`src/rtl/alu.sv`:
```
// Registered 32-bit RV32 execute-stage ALU.
// Result and {ZF, SF, CF, OF} flags appear one clock after the operands.
module alu (
    input  logic [31:0] lhs,
    input  logic [31:0] rhs,
    input  logic        clk,
    input  logic [3:0]  op,
    output logic [31:0] res,
    output logic [3:0]  flags,
    input  logic        rst_n
);

    localparam logic [3:0] OP_ADD  = 4'b0000;
    localparam logic [3:0] OP_SLL  = 4'b0001;
    localparam logic [3:0] OP_SLT  = 4'b0010;
    localparam logic [3:0] OP_SLTU = 4'b0011;
    localparam logic [3:0] OP_XOR  = 4'b0100;
    localparam logic [3:0] OP_SRL  = 4'b0101;
    localparam logic [3:0] OP_OR   = 4'b0110;
    localparam logic [3:0] OP_AND  = 4'b0111;
    localparam logic [3:0] OP_SUB  = 4'b1000;
    localparam logic [3:0] OP_SRA  = 4'b1001;
    localparam logic [3:0] OP_ADDU = 4'b1010;
    localparam logic [3:0] OP_SUBU = 4'b1011;

    logic [31:0] res_d, res_q;
    logic [3:0]  flags_d, flags_q;
    logic [32:0] sum;
    logic [32:0] diff;
    logic [4:0]  shamt;
    logic        cf, of;

    // bit 32 of the widened sum is the carry; of the difference, the borrow
    assign sum   = {1'b0, lhs} + {1'b0, rhs};
    assign diff  = {1'b0, lhs} - {1'b0, rhs};
    assign shamt = rhs[4:0];

    always_comb begin
        res_d = 32'h0;
        cf    = 1'b0;
        of    = 1'b0;
        unique case (op)
            OP_ADD: begin
                res_d = sum[31:0];
                cf    = sum[32];
                of    = (lhs[31] == rhs[31]) && (sum[31] != lhs[31]);
            end
            OP_SLL:  res_d = lhs << shamt;
            OP_SLT:  res_d = {31'b0, $signed(lhs) < $signed(rhs)};
            OP_SLTU: res_d = {31'b0, lhs < rhs};
            OP_XOR:  res_d = lhs ^ rhs;
            OP_SRL:  res_d = lhs >> shamt;
            OP_OR:   res_d = lhs | rhs;
            OP_AND:  res_d = lhs & rhs;
            OP_SUB: begin
                res_d = diff[31:0];
                cf    = diff[32];
                of    = (lhs[31] != rhs[31]) && (diff[31] != lhs[31]);
            end
            OP_SRA:  res_d = $unsigned($signed(lhs) >>> shamt);
            OP_ADDU: begin
                res_d = sum[31:0];
                cf    = sum[32];
            end
            OP_SUBU: begin
                res_d = diff[31:0];
                cf    = diff[32];
            end
            default: res_d = 32'h0;
        endcase
        flags_d = {res_d == 32'h0, res_d[31], cf, of};
    end

    always_ff @(posedge clk or negedge rst_n) begin
        if (!rst_n) begin
            res_q   <= 32'h0;
            flags_q <= 4'b0000;
        end else begin
            res_q   <= res_d;
            flags_q <= flags_d;
        end
    end

    assign res   = res_q;
    assign flags = flags_q;

endmodule

```
`config.mk`:
```
export PLATFORM = sky130hd
export DESIGN_NAME = alu
export DESIGN_NICKNAME = d
export VERILOG_FILES = /design/src/rtl/alu.sv
export SDC_FILE = /design/constraint.sdc
export NUM_CORES = 1
export LEC_CHECK = 0
export ABC_AREA = 1
export BUFFER_PORTS_ARGS = -buffer_cell sky130_fd_sc_hd__buf_4
export CAP_MARGIN = 20
export CORE_MARGIN = 2
export CORE_UTILIZATION = 63
export DETAILED_ROUTE_END_ITERATION = 7
export GPL_TIMING_DRIVEN = 0
export PLACE_DENSITY = 0.81
export SLEW_MARGIN = 20
export SYNTH_ARGS = -nofsm -noshare
export SYNTH_HDL_FRONTEND = slang
export SYNTH_SLANG_ARGS = --single-unit
export TNS_END_PERCENT = 1
```
`constraint.sdc`:
```
create_clock -name clk -period 0.8 [get_ports clk]
set_input_delay 0.08 -clock clk [delete_from_list [all_inputs] [get_ports clk]]
set_output_delay 0.08 -clock clk [all_outputs]
set_load 0.01 [all_outputs]
```
==> metrics.yaml, run 1 <==
ys_ff_latch: 35
die_h_um: 142
syn-num-nets: 2503
grt_overflow: 126
stop_error: "[ERROR GRT-0232] Routing congestion too high. Check the congestion heatmap in the GUI."
pin_count: 106
max-clock-path-buffers: 2
netlist.area_leader.share: 0.237
track_usage: 0.829
synth_area_leaders: "nand2_1 (24%), nand3_1 (20%), inv_1 (11%), ha_1 (11%), dfrtp_1 (7.3%)"
dp_hpwl_mm: 47.8
yosys.area.top_type: "nand2_1"
synth_cell_type_count: 44
die_w_um: 142
synth_seq_area_share: 0.0731
yosysWarnings: 0
status: "aborted with a tool error"
initial_utilization: 0.641
port_buffers: 105
syn_area_mm2: 0.0120
cts_buffers: 5
netlist_instances: 2330
finalWeightedCongestion: 1.18
h-tree-depth: 2
grt_max_degree: 36
lastStage: "global routing (5_1_grt)"
worst_endpoint: "flags[3]$_DFF_PN0_/D"
synth_area_per_cell_um2: 5.15
rows: 50
clock-root-buffer: "clkbuf_16"
dp.cells: 2669
worst-ep-kind: "register input"
clock-sinks: 35
## Yosys cell counts (all sizes together)
cell and n:
nor2 218, nand3b 5, a21oi 64, xor2 1, a31oi 2, nand3 499, nor4 2, clkinv 2
nand2 790, and2 8, o311ai 1, nand4 29, o221ai 1, o41ai 1, and3 3, inv 362
o21ai 53, or2 2, o21bai 3, fa 2, o21a 1, dfrtp 35, buf 80, clkbuf 16
nor3 23, a21o 1, o211ai 9, o22ai 16, ha 101
## per-stage QoR
step	area [um^2]	hold WS, ns	worst slack, ns	utilization
4_1_cts	14500	0.148	-1.42	0.773
2_1_floorplan	12100	-0.216	-1.27	-
3_5_place_dp	13200	0.0772	-2.39	0.703
3_3_place_gp	13200	0.0645	-2.31	0.703
## routing by layer
metal | GRT usage | overflow
met5 | 0.436 | 0
met4 | 0.783 | 41
met3 | 0.736 | 11
met2 | 0.949 | 68
met1 | 0.839 | 6
## kinds of logic after synthesis
group                      count (synthesis)  share of synthesized area
and+or+nand+nor                         1579                      0.585
adders and majority gates                103                      0.109
xor gates and xnor gates                   1                   0.000731
DFF                                       35                     0.0731
buffers and inverters                    460                      0.162
AOI/OAI and AO/OA                        152                     0.0698
## repair_timing
action / 4_1_cts
pin swaps: 56
endpoints found under the setup margin: 71
cloned: 2
hold buffers: 1
buffers inserted: 32
endpoints found under the hold margin: 35
resized for setup: 231
==> run 2: changes to the inputs <==
--- a/config.mk
+++ b/config.mk
@@ -9,10 +9,10 @@
 export BUFFER_PORTS_ARGS = -buffer_cell sky130_fd_sc_hd__buf_4
 export CAP_MARGIN = 20
 export CORE_MARGIN = 2
-export CORE_UTILIZATION = 63
+export CORE_UTILIZATION = 40
 export DETAILED_ROUTE_END_ITERATION = 7
 export GPL_TIMING_DRIVEN = 0
-export PLACE_DENSITY = 0.81
+export PLACE_DENSITY_LB_ADDON = 0.15
 export SLEW_MARGIN = 20
 export SYNTH_ARGS = -nofsm -noshare
 export SYNTH_HDL_FRONTEND = slang
==> run 2 against run 1 <==
The flow now finishes, with violations (negative setup slack); synthesized area did not move; synthesized cell count did not move.
==> metrics.yaml, run 2 <==
worst_slack_ns: -1.58
setup_tns_ns: -40.20
highest_layer: "met5"
coreArea_mm2: 0.0296
hold_slack_ns: 0.168
worstPathMaxFanout: 10
slew_viol_final: 0
clk_pin_slew_worst_paths_ns: 0.07
rows: 63  # +26%
yosysMostFrequentCell: "nand2_1"
switching_share: 0.553
grt_overflow: 0
initial_utilization: 0.406  # -0.235
fmax_mhz: 420
area_growth_pct: 25.0
hp-class: "in2reg"
leakage_nw: 8.44
start_kind: "input port"
netlist_instances: 2330  # unchanged
clock-sinks: 35  # unchanged
grt_pass1_vias: 15390
finalCriticalPeriod_ns: 2.38
largest_reg_flops: 31
routed-wl-met2_mm: 28.0
dpl_cell_area_mm2: 0.0134  # +1.5%
status: "complete, but fails checks"
worst_ep_required_time_ns: 1.04
wl_per_cell_um: 24.5
ys_async_sr_fraction: 1.00  # unchanged
drt-total-wl_mm: 70.3
layout_commonest_cell: "nand2_1"
port_buffers: 105  # unchanged
drt_iter0_drc: 2366
antenna_left: 0
cts_tree: "yes"
finalWeightedCongestion: 1.08  # -8.5%
intPower_mw: 6.73
pwr-share-seq: 0.141
synthFlopType: "dfrtp_1"
dp.cells: 2825  # +5.8%
max-clock-path-buffers: 2  # unchanged
antenna_found_initial: 2
setup.worst_path.end: "flags[3]"
vias: 17073
dp_hpwl_mm: 56.8  # +19%
crit_start: "rhs[1]"
powerDensity_mw_per_mm2: 1000
hold_viol_final: 0
relSlewSlack: 0.401
yosys.area.top_type: "nand2_1"
drc: 0
cts_buffers: 5  # unchanged
synthAdderAreaFrac: 0.109  # unchanged
finalNonFillerCells: 2873
nNetsFinal: 2655
drt_pass1_iterations: 6
netlist.area_leader.share: 0.237  # unchanged
fillers: 3239
synth_area_per_cell_um2: 5.15  # unchanged
wl_met3_mm: 8.75
antennaDiodeCount: 0
worst_pin_slew_ns: 0.896
p_sw_mw: 8.32
violations: "negative setup slack"
grt_max_degree: 36
synth_compound_area_frac: 0.0698  # unchanged
synth_cell_type_count: 44  # unchanged
ys_ff_latch: 35  # unchanged
synth-simple-area-share: 0.585  # unchanged
drive_above_1_share: 0.210
viasPerCell: 5.94
combPwrFrac: 0.719
synthMuxAreaShare: 0  # unchanged
critical_path_class: "in2reg"
clockPowerShare: 0.140
synth_top_family_by_area: "simple AND/OR/NAND/NOR gates"
max_cap_viol_count: 0
synthTopCellsByCount: "nand2_1 (758), nand3_1 (476), inv_1 (348)"
finalPower_mw: 15.1
clock-root-buffer: "clkbuf_16"
synth_edf_count: 0  # unchanged
h-tree-depth: 2  # unchanged
synth_seq_area_share: 0.0731  # unchanged
cp-end-kind: "flop"
synth_area_leaders: "nand2_1 (24%), nand3_1 (20%), inv_1 (11%), ha_1 (11%), dfrtp_1 (7.3%)"
rsz0062_at_grt: "true"
syn-num-nets: 2503  # unchanged
crit_arrival_ns: 2.62
die_area_mm2: 0.0314
period_share: 2.98
grt_pass1_wl_mm: 100
final_cell_area_mm2: 0.0150
finalSetupViolations: 71
final_cell_mix: "nand2_1 (698), nand3_1 (434), inv_1 (341), nor2_1 (152), buf_4 (123)"
die_h_um: 177  # +25%
synth_xor_area_frac: 0.000731  # unchanged
die_w_um: 177  # +25%
ir_drop_mv: 0.697
pin_count: 106  # unchanged
syn_area_mm2: 0.0120  # unchanged
track_usage: 0.440
met1_length_mm: 29.7
yosysWarnings: 0  # unchanged
-- run 2: cell counts after synthesis --
No cell type changed its count.
-- run 2: worst min-delay path by stage --
stage	from	end	slack, ns	cells after the start
2_1_floorplan	rst_n	flags[0]	-0.22	0
3_3_place_gp	rst_n	res[2]	0.08	1
3_5_place_dp	rst_n	res[8]	0.09	1
4_1_cts	op[0]	flags[0]	0.14	4
5_1_grt	op[1]	flags[0]	0.21	4
6_report	op[0]	flags[0]	0.17	4
-- run 2: repair_timing --
| action | CTS | global route |
|---|---|---|
| hold buffers | 1 | 0 |
| setup buffers | 30 | 9 |
| hold endpoints to repair | 35 | 0 |
| pin swaps | 42 | 36 |
| resized for setup | 246 | 84 |
| setup endpoints to repair | 71 | 71 |
-- run 2: cell families (layout without fill, tap and decap cells) --
kind of cell | Yosys count | count (layout)
simple gates | 1579 | 1579
buf+inv | 460 | 613
compound gates | 152 | 152
fa+ha+maj | 103 | 103
flops | 35 | 35
xor+xnor | 1 | 1
-- run 2: power by group through the flow --
| stage | Sequential (mW) | Combinational [mW] | Clock, mW |
|---|---|---|---|
| 2_1_floorplan | 2.24 | 5.33 | 0 |
| 3_3_place_gp | 2.10 | 8.94 | 0 |
| 3_5_place_dp | 2.11 | 9.00 | 0 |
| 4_1_cts | 2.12 | 9.99 | 2.08 |
| 5_1_grt | 2.14 | 11.5 | 2.16 |
| 6_report | 2.12 | 10.8 | 2.11 |
-- run 2: final cells by class --
| class | count | area [um^2] | area share |
|---|---|---|---|
| inverters | 364 | 1400 | 0.0937 |
| well taps | 390 | 488 | 0.0326 |
| clock inverters | 2 | 12.5 | 0.000835 |
| multi-input cells | 1835 | 10100 | 0.672 |
| plain buffers | 96 | 744 | 0.0497 |
| flip-flops and latches | 35 | 876 | 0.0584 |
| clock buffers | 6 | 129 | 0.00860 |
| repair buffers | 145 | 1260 | 0.0844 |
-- run 2: worst max-delay path, stage by stage --
cell	delay, ns
buf_8	0.12
buf_4	0.22
buf_4	0.30
nand3_1	0.15
nand3_1	0.12
nand2_1	0.16
o21ai_0	0.38
nor2_1	0.08
nor2_1	0.26
nand2_1	0.14
nor2_1	0.11
nand2_1	0.08
nor2_2	0.13
nand3_4	0.13
nor2_2	0.12
-- run 2: routing by layer --
layer,up-vias,global-route usage
li1,7714,-
met1,7919,0.625
met2,1233,0.635
met3,205,0.0936
met4,2,0.188
met5,-,0
-- run 2: metrics by stage --
stage                     utilization  setup WS, ns
after floorplan                     -         -1.27
after global placement          0.452         -2.46
after detailed placement        0.452         -2.48
after CTS                       0.494         -1.50
after global routing            0.507         -1.71
final                           0.507         -1.58
Power figures use the tool's default switching activity.
